==> config.mk <==
export PLATFORM = sky130hd
export DESIGN_NAME = arf_seq_ctrl
export DESIGN_NICKNAME = d
export VERILOG_FILES = /design/src/rtl/arf_ctrl_pkg.sv /design/src/rtl/arf_seq_ctrl.sv
export SDC_FILE = /design/constraint.sdc
export NUM_CORES = 1
export LEC_CHECK = 0
export ABC_AREA = 1
export CAP_MARGIN = 25
export CORE_UTILIZATION = 30
export CTS_CLUSTER_DIAMETER = 50
export DETAILED_ROUTE_END_ITERATION = 12
export PLACE_DENSITY = 0.63
export SYNTH_ARGS = -nofsm -noshare
export SYNTH_HDL_FRONTEND = slang
export SYNTH_SLANG_ARGS = --single-unit
==> constraint.sdc <==
create_clock -name clk -period 1.5 [get_ports clk]
set_input_delay 0.3 -clock clk [delete_from_list [all_inputs] [get_ports clk]]
set_output_delay 0.3 -clock clk [all_outputs]
set_load 0.03 [all_outputs]
==> src/rtl/arf_ctrl_pkg.sv <==
`default_nettype none
// ============================================================================
// Module      : arf_ctrl_pkg
// Description : Shared encodings for the address register file sequencer.
//               Contents: op codes, FunSel functions, RegSel one-hot enables,
//               OutC/OutD source codes and the sequencer state enumeration.
// Revision    : 1.0 - initial release
// ============================================================================
package arf_ctrl_pkg;

    // Operation codes from the instruction controller
    localparam logic [2:0] OP_NOP    = 3'b000;
    localparam logic [2:0] OP_FETCH  = 3'b001;
    localparam logic [2:0] OP_JUMP   = 3'b010;
    localparam logic [2:0] OP_PUSH   = 3'b011;
    localparam logic [2:0] OP_POP    = 3'b100;
    localparam logic [2:0] OP_CALL   = 3'b101;
    localparam logic [2:0] OP_RET    = 3'b110;
    localparam logic [2:0] OP_CLRALL = 3'b111;

    // Register file functions
    localparam logic [1:0] FS_DEC  = 2'b00;
    localparam logic [1:0] FS_INC  = 2'b01;
    localparam logic [1:0] FS_LOAD = 2'b10;
    localparam logic [1:0] FS_CLR  = 2'b11;

    // Register enables: [2] PC, [1] SP, [0] AR
    localparam logic [2:0] SEL_NONE = 3'b000;
    localparam logic [2:0] SEL_PC   = 3'b100;
    localparam logic [2:0] SEL_SP   = 3'b010;
    localparam logic [2:0] SEL_AR   = 3'b001;
    localparam logic [2:0] SEL_ALL  = 3'b111;

    // OutC / OutD source selects
    localparam logic [1:0] OSEL_PC = 2'b00;
    localparam logic [1:0] OSEL_SP = 2'b01;
    localparam logic [1:0] OSEL_AR = 2'b10;

    typedef enum logic [4:0] {
        IDLE  = 5'd0,
        F_RD  = 5'd1,
        F_INC = 5'd2,
        J_LD  = 5'd3,
        P_DEC = 5'd4,
        P_WR  = 5'd5,
        O_RD  = 5'd6,
        O_LD  = 5'd7,
        O_INC = 5'd8,
        C_DEC = 5'd9,
        C_WR  = 5'd10,
        C_LD  = 5'd11,
        R_RD  = 5'd12,
        R_LD  = 5'd13,
        R_INC = 5'd14,
        K_CLR = 5'd15,
        ERR   = 5'd16
    } state_t;

endpackage
`default_nettype wire

==> src/rtl/arf_seq_ctrl.sv <==
`default_nettype none
// ============================================================================
// Module      : arf_seq_ctrl
// Description : Multi-cycle sequencer for the PC/SP/AR address register file.
//               Executes FETCH, JUMP, PUSH, POP, CALL, RET and CLRALL with a
//               req/busy/done handshake and stack bound checking on SP.
// Ports       : clk, rst_n (async active-low)
//               req, op[2:0]      - operation request, sampled in IDLE
//               sp_q[15:0]        - current SP for bound checks
//               busy, done, err   - handshake / status
//               fun_sel, reg_sel  - register file function and enables
//               out_c_sel, out_d_sel, i_sel - datapath source selects
//               mem_rd, mem_wr    - memory strobes (write data is OutC)
// Revision    : 1.0 - initial release
// ============================================================================
module arf_seq_ctrl
    import arf_ctrl_pkg::*;
#(
    parameter logic [15:0] STACK_EMPTY = 16'h0000,
    parameter logic [15:0] STACK_LIMIT = 16'hFF00
) (
    input  logic        clk,
    input  logic        rst_n,
    input  logic        req,
    input  logic [2:0]  op,
    input  logic [15:0] sp_q,
    output logic        busy,
    output logic        done,
    output logic        err,
    output logic [1:0]  fun_sel,
    output logic [2:0]  reg_sel,
    output logic [1:0]  out_c_sel,
    output logic [1:0]  out_d_sel,
    output logic        i_sel,
    output logic        mem_rd,
    output logic        mem_wr
);

    state_t state;
    state_t state_nx;

    logic stack_full;
    logic stack_empty;

    assign stack_full  = (sp_q == STACK_LIMIT);
    assign stack_empty = (sp_q == STACK_EMPTY);

    always_ff @(posedge clk or negedge rst_n) begin
        if (!rst_n) begin
            state <= IDLE;
        end else begin
            state <= state_nx;
        end
    end

    // Next state and Moore outputs. The op is not stored separately: the
    // first state of each sequence already identifies the operation.
    always_comb begin
        state_nx  = IDLE;
        busy      = 1'b1;
        done      = 1'b0;
        err       = 1'b0;
        fun_sel   = FS_DEC;
        reg_sel   = SEL_NONE;
        out_c_sel = OSEL_PC;
        out_d_sel = OSEL_PC;
        i_sel     = 1'b0;
        mem_rd    = 1'b0;
        mem_wr    = 1'b0;

        case (state)
            IDLE: begin
                busy = 1'b0;
                if (req && (op != OP_NOP)) begin
                    case (op)
                        OP_FETCH:  state_nx = F_RD;
                        OP_JUMP:   state_nx = J_LD;
                        OP_PUSH:   state_nx = stack_full  ? ERR : P_DEC;
                        OP_POP:    state_nx = stack_empty ? ERR : O_RD;
                        OP_CALL:   state_nx = stack_full  ? ERR : C_DEC;
                        OP_RET:    state_nx = stack_empty ? ERR : R_RD;
                        OP_CLRALL: state_nx = K_CLR;
                        default:   state_nx = IDLE;
                    endcase
                end
            end
            F_RD: begin
                state_nx  = F_INC;
                out_d_sel = OSEL_PC;
                mem_rd    = 1'b1;
            end
            F_INC: begin
                reg_sel = SEL_PC;
                fun_sel = FS_INC;
                done    = 1'b1;
            end
            J_LD: begin
                reg_sel = SEL_PC;
                fun_sel = FS_LOAD;
                done    = 1'b1;
            end
            // Full-descending stack: decrement first, then write at new SP
            P_DEC: begin
                state_nx = P_WR;
                reg_sel  = SEL_SP;
                fun_sel  = FS_DEC;
            end
            P_WR: begin
                out_d_sel = OSEL_SP;
                out_c_sel = OSEL_AR;
                mem_wr    = 1'b1;
                done      = 1'b1;
            end
            O_RD: begin
                state_nx  = O_LD;
                out_d_sel = OSEL_SP;
                mem_rd    = 1'b1;
            end
            O_LD: begin
                state_nx = O_INC;
                reg_sel  = SEL_AR;
                fun_sel  = FS_LOAD;
                i_sel    = 1'b1;
            end
            O_INC: begin
                reg_sel = SEL_SP;
                fun_sel = FS_INC;
                done    = 1'b1;
            end
            C_DEC: begin
                state_nx = C_WR;
                reg_sel  = SEL_SP;
                fun_sel  = FS_DEC;
            end
            C_WR: begin
                state_nx  = C_LD;
                out_d_sel = OSEL_SP;
                out_c_sel = OSEL_PC;
                mem_wr    = 1'b1;
            end
            C_LD: begin
                reg_sel = SEL_PC;
                fun_sel = FS_LOAD;
                done    = 1'b1;
            end
            R_RD: begin
                state_nx  = R_LD;
                out_d_sel = OSEL_SP;
                mem_rd    = 1'b1;
            end
            R_LD: begin
                state_nx = R_INC;
                reg_sel  = SEL_PC;
                fun_sel  = FS_LOAD;
                i_sel    = 1'b1;
            end
            R_INC: begin
                reg_sel = SEL_SP;
                fun_sel = FS_INC;
                done    = 1'b1;
            end
            K_CLR: begin
                reg_sel = SEL_ALL;
                fun_sel = FS_CLR;
                done    = 1'b1;
            end
            ERR: begin
                err = 1'b1;
            end
            // Unreachable encodings: drive idle outputs and fall back to IDLE
            default: begin
                busy = 1'b0;
            end
        endcase
    end

endmodule
`default_nettype wire

# Word level (Yosys, flattened, before mapping)
# Cells that the tools add are included.
[classes]
n_reduce_logical = 14
n_eq_ne = 24
muxes = 17
[ops]
columns = ["operator", "count"]
rows = [
  ["5-bit case mux with 9 select lines", 1],
  ["5-bit by 4-bit equality test with 1-bit output (second input constant)", 8],
  ["5-bit case mux with 7 select lines", 1],
  ["5-bit two-way mux", 5],
  ["5-bit by 3-bit equality test with 1-bit output (second input constant)", 4],
  ["16-bit equality test (second input constant)", 1],
  ["16-bit logical NOT", 1],
  ["16-bit OR reduction", 1],
  ["4-bit OR reduction", 4],
  ["3-bit equality test (second input constant)", 4],
  ["3-bit case mux with 4 select lines", 1],
  ["5-bit by 2-bit equality test with 1-bit output (second input constant)", 2],
  ["1-bit two-way mux", 7],
  ["7-bit OR reduction", 1],
  ["3-bit by 2-bit equality test with 1-bit output (second input constant)", 2],
  ["2-bit case mux with 3 select lines", 1],
  ["3-bit OR reduction", 2],
  ["5-bit by 1-bit equality test with 1-bit output (second input constant)", 1],
  ["5-bit equality test (second input constant)", 1],
  ["5-bit logical NOT", 1],
  ["2-bit OR reduction", 2],
  ["3-bit by 1-bit equality test with 1-bit output (second input constant)", 1],
  ["3-bit nonzero test", 1],
  ["2-bit two-way mux", 1],
  ["1-bit logical AND", 1],
]
[word_totals]
ff_bits = 5
wordCells = 56

# Depth between registers and ports, before layout
[depth]
ltp_word = 5
mapped_depth = 8
depth_no_buf = 8

# Least setup slack after synthesis
# OpenSTA, ideal clock, no wires.
[synth_timing]
kind = "reg-to-output"
startpoint = "register state[4]"
endpoint = "output busy"
required_ns = 1.200
n_path_buf = 0
setup_slack_ns = -0.369
path_stages_with_launch = 6
arrival_time_ns = 1.569
path_cell_list = "dfrtp_1 inv_2 nand3_1 nor2_1 inv_1 nand4_1"
[synth_via]
elab_chain_len = 3
elab_cells_between_ends = 18
[synth_rtl]
columns = ["item", "line_no", "source"]
rows = [
  ["from (decl)", "arf_seq_ctrl.sv:39", "state_t state;"],
  ["from (signal assigned)", "arf_seq_ctrl.sv:52", "state <= state_nx;"],
  ["5-bit by 4-bit equality test with 1-bit output (tied with other cells)", "arf_seq_ctrl.sv:71", "case (state)"],
  ["16-bit OR reduction (no line) *", "--", ""],
  ["1-bit two-way mux *", "arf_seq_ctrl.sv:71", ""],
  ["to (decl)", "arf_seq_ctrl.sv:27", "output logic busy,"],
]
# Mark *: on every way between the ends. The rest lies on a longest branch, timed or not.

# Final worst setup path
[layout_timing]
startpoint = "register state[2]"
endpoint = "output busy"
# Same word-level chain as after synthesis.

==> results.yml <==
timing:
  fmax_mhz: 536.0
  hold_viol: 0
  post-route-period-util: 1.244
  setup_viol: 12
  rsz0062_at_grt: "true"
  slew_violations: 0
  hold_ws_ns: 0.2736
  finClkSkew_ns: 0.002494
  setup_ws_ns: -0.3656
  fin_crit_ns: 1.866
critical_path:
  required_ns: 1.20
  cp_max_fo: 4
  critPathLaunchType: "register"
  worst_setup_path_end_kind: "output pin"
  r2r_setup_slack_ns: 0.03
  rr_startpoint: "state[0]"
  critPathKind: "reg -> out"
  r2r_cells: 6
  timing.rr.end: "state[4]"
  critPathArrivalTime_ns: 1.57
yosys:
  synthTopCellsByArea: "dfrtp_1, nand2_1, nor2_1"
  syn_area_um2: 668.1
  async_flop_share: 1.000
  yosysTopAreaCellShare: 0.1873
  yosys_register_bits: 5
  synthTopCellsByCount: "nand2_1, nor2_1, inv_1, nand3_1"
  synth_seq_area_share: 0.1873
  synthesis.instances: 123
  yosysWarningCount: 0
  netlist.top_cell.by_area: "dfrtp_1"
  ys_types: 23
  postSynthAreaPerCell_um2: 5.432
  synth_edf_count: 0
  ys.flop_type: "dfrtp_1"
grt:
  antenna_found_initial: 0
  grt_max_degree: 7
  grt_first_pass_wirelength_um: 4133
  grt_pass1_vias: 1062
  grt_overflow: 0
  track_usage: 0.2197
final_layout:
  syn2layout_area_growth_pct: 117.8
  num-nets-final: 218
  regMostFlops: "state"
  largest_reg_flops: 5
  n_antenna_cell: 0
  reg_top3: "state (5)"
  drive_gt1_frac: 0.4564
  utilization: 0.7197
detailed_routing:
  wl_um: 2704
  dr_total_vias: 1086
  wl_per_cell_um: 12.18
  dr.first_iter.drc_count: 30
  drc: 0
  via_per_inst: 4.892
  postRouteAntennaNets: 0
  drt-pass1-iter-count: 4
die:
  die_y_um: 49.19
  initial_utilization: 0.3304
  rows: 16
  core_area_um2: 2022
  die_w_um: 49.19
  num_io_pins: 37
  die_area_um2: 2420
power_and_ir_drop:
  p_leak_nw: 0.7207
  vdd_drop_max_mv: 1.357
  power.density_nw_per_um2: 1632
  p_total_w: 0.002375
placed_design:
  dp_slack_ns: -0.1150
  dp.final_hpwl_um: 1849
  place_congestion: 0.8681
  numPortBuffers: 34
clock_tree:
  cts_tree: "done"
  numClockSinks: 5
  cts_buffer_depth: 2
  cts-root-buf: "clkbuf_4"
  cts_max_level: 1
  clock_latency_ns: 0.24
  numCtsBuffers: 3
  clk_pin_slew_ns: 0.04
job:
  timing.max_cap.violations: 0
hold_path:
  min_path_type: "in -> async"
status:
  status: "complete, but fails checks"
  violations: "negative setup slack"
[cell type report]
class	instances	area, um^2
multi-input combinational	99	574.3
sequential	5	127.6
timing repair buffer	69	619.3
fill	159	566.8
inverter	18	73.82
tap	27	33.78
clock buffer	4	26.28
[layer usage]
layer | up-vias | global-route usage | share of wire
li1 | 535 | - | -
met1 | 483 | 0.2250 | 0.38
met2 | 54 | 0.4247 | 0.55
met3 | 14 | 0.02181 | 0.041
met4 | 0 | 0.1225 | 0.027
met5 | - | 0 | 0
[worst max-delay path by stage]
stage / start / to / slack (ns) / cells after the start
final: state[2] / busy / -0.37 / 8
after global routing: state[3] / busy / -0.44 / 8
after detailed placement: state[2] / busy / -0.11 / 8
after floorplan: state[2] / busy / -0.07 / 7
after CTS: state[3] / busy / -0.35 / 8
after global placement: state[2] / busy / -0.11 / 8
[critical path, stage by stage (launching register included)]
cell and delay, ns:
dfrtp_2 0.45, nand2_4 0.10, nor2_4 0.05, nand2_2 0.07
clkinv_2 0.05, or2_1 0.24, nor2_1 0.10, nand4_1 0.10
buf_6 0.16
[repair_timing]
item	4_1_cts	5_1_grt
hold buffers	0	0
pin swaps	7	10
setup endpoints to repair	12	17
setup buffers	10	4
cloned	0	0
gates resized for setup	25	21
[logic make-up after synthesis]
kind of cell	after synthesis	share of synthesized area
other cells	1	0.005613
compound gates	10	0.1068
buf+inv	20	0.1236
simple gates	87	0.5768
flops	5	0.1873
[report_power, final]
part | switching [W] | internal [W]
registers | 0.0000733 | 0.000186
logic | 0.00110 | 0.000864
clock network | 0.0000559 | 0.000101
total | 0.00122 | 0.00115
[cell usage in the layout, fill, tap and decap left out, types with 5 or more instances in the layout]
cell             netlist  final
inv_2                  5      8
buf_4                  2     35
nand4_1                5      5
nor2_4                 0      5
buf_6                  0     13
nor2_2                 2      5
nand3_1               12      9
nand2_2                3      7
clkdlybuf4s50_1        0     21
nor2_1                30     22
inv_1                 12      7
nand2_1               30     24
[per-stage QoR]
| stage | instances | TNS [ns] | area, um^2 |
|---|---|---|---|
| floorplan | 124 | -0.3007 | 689.4 |
| detailed placement | 204 | -0.5268 | 1174 |
| global placement | 204 | -0.4251 | 1174 |
| finish | 222 | -3.123 | 1455 |
| CTS | 218 | -2.784 | 1350 |
| global route | 222 | -4.014 | 1455 |
Power figures use the tool's default switching activity.
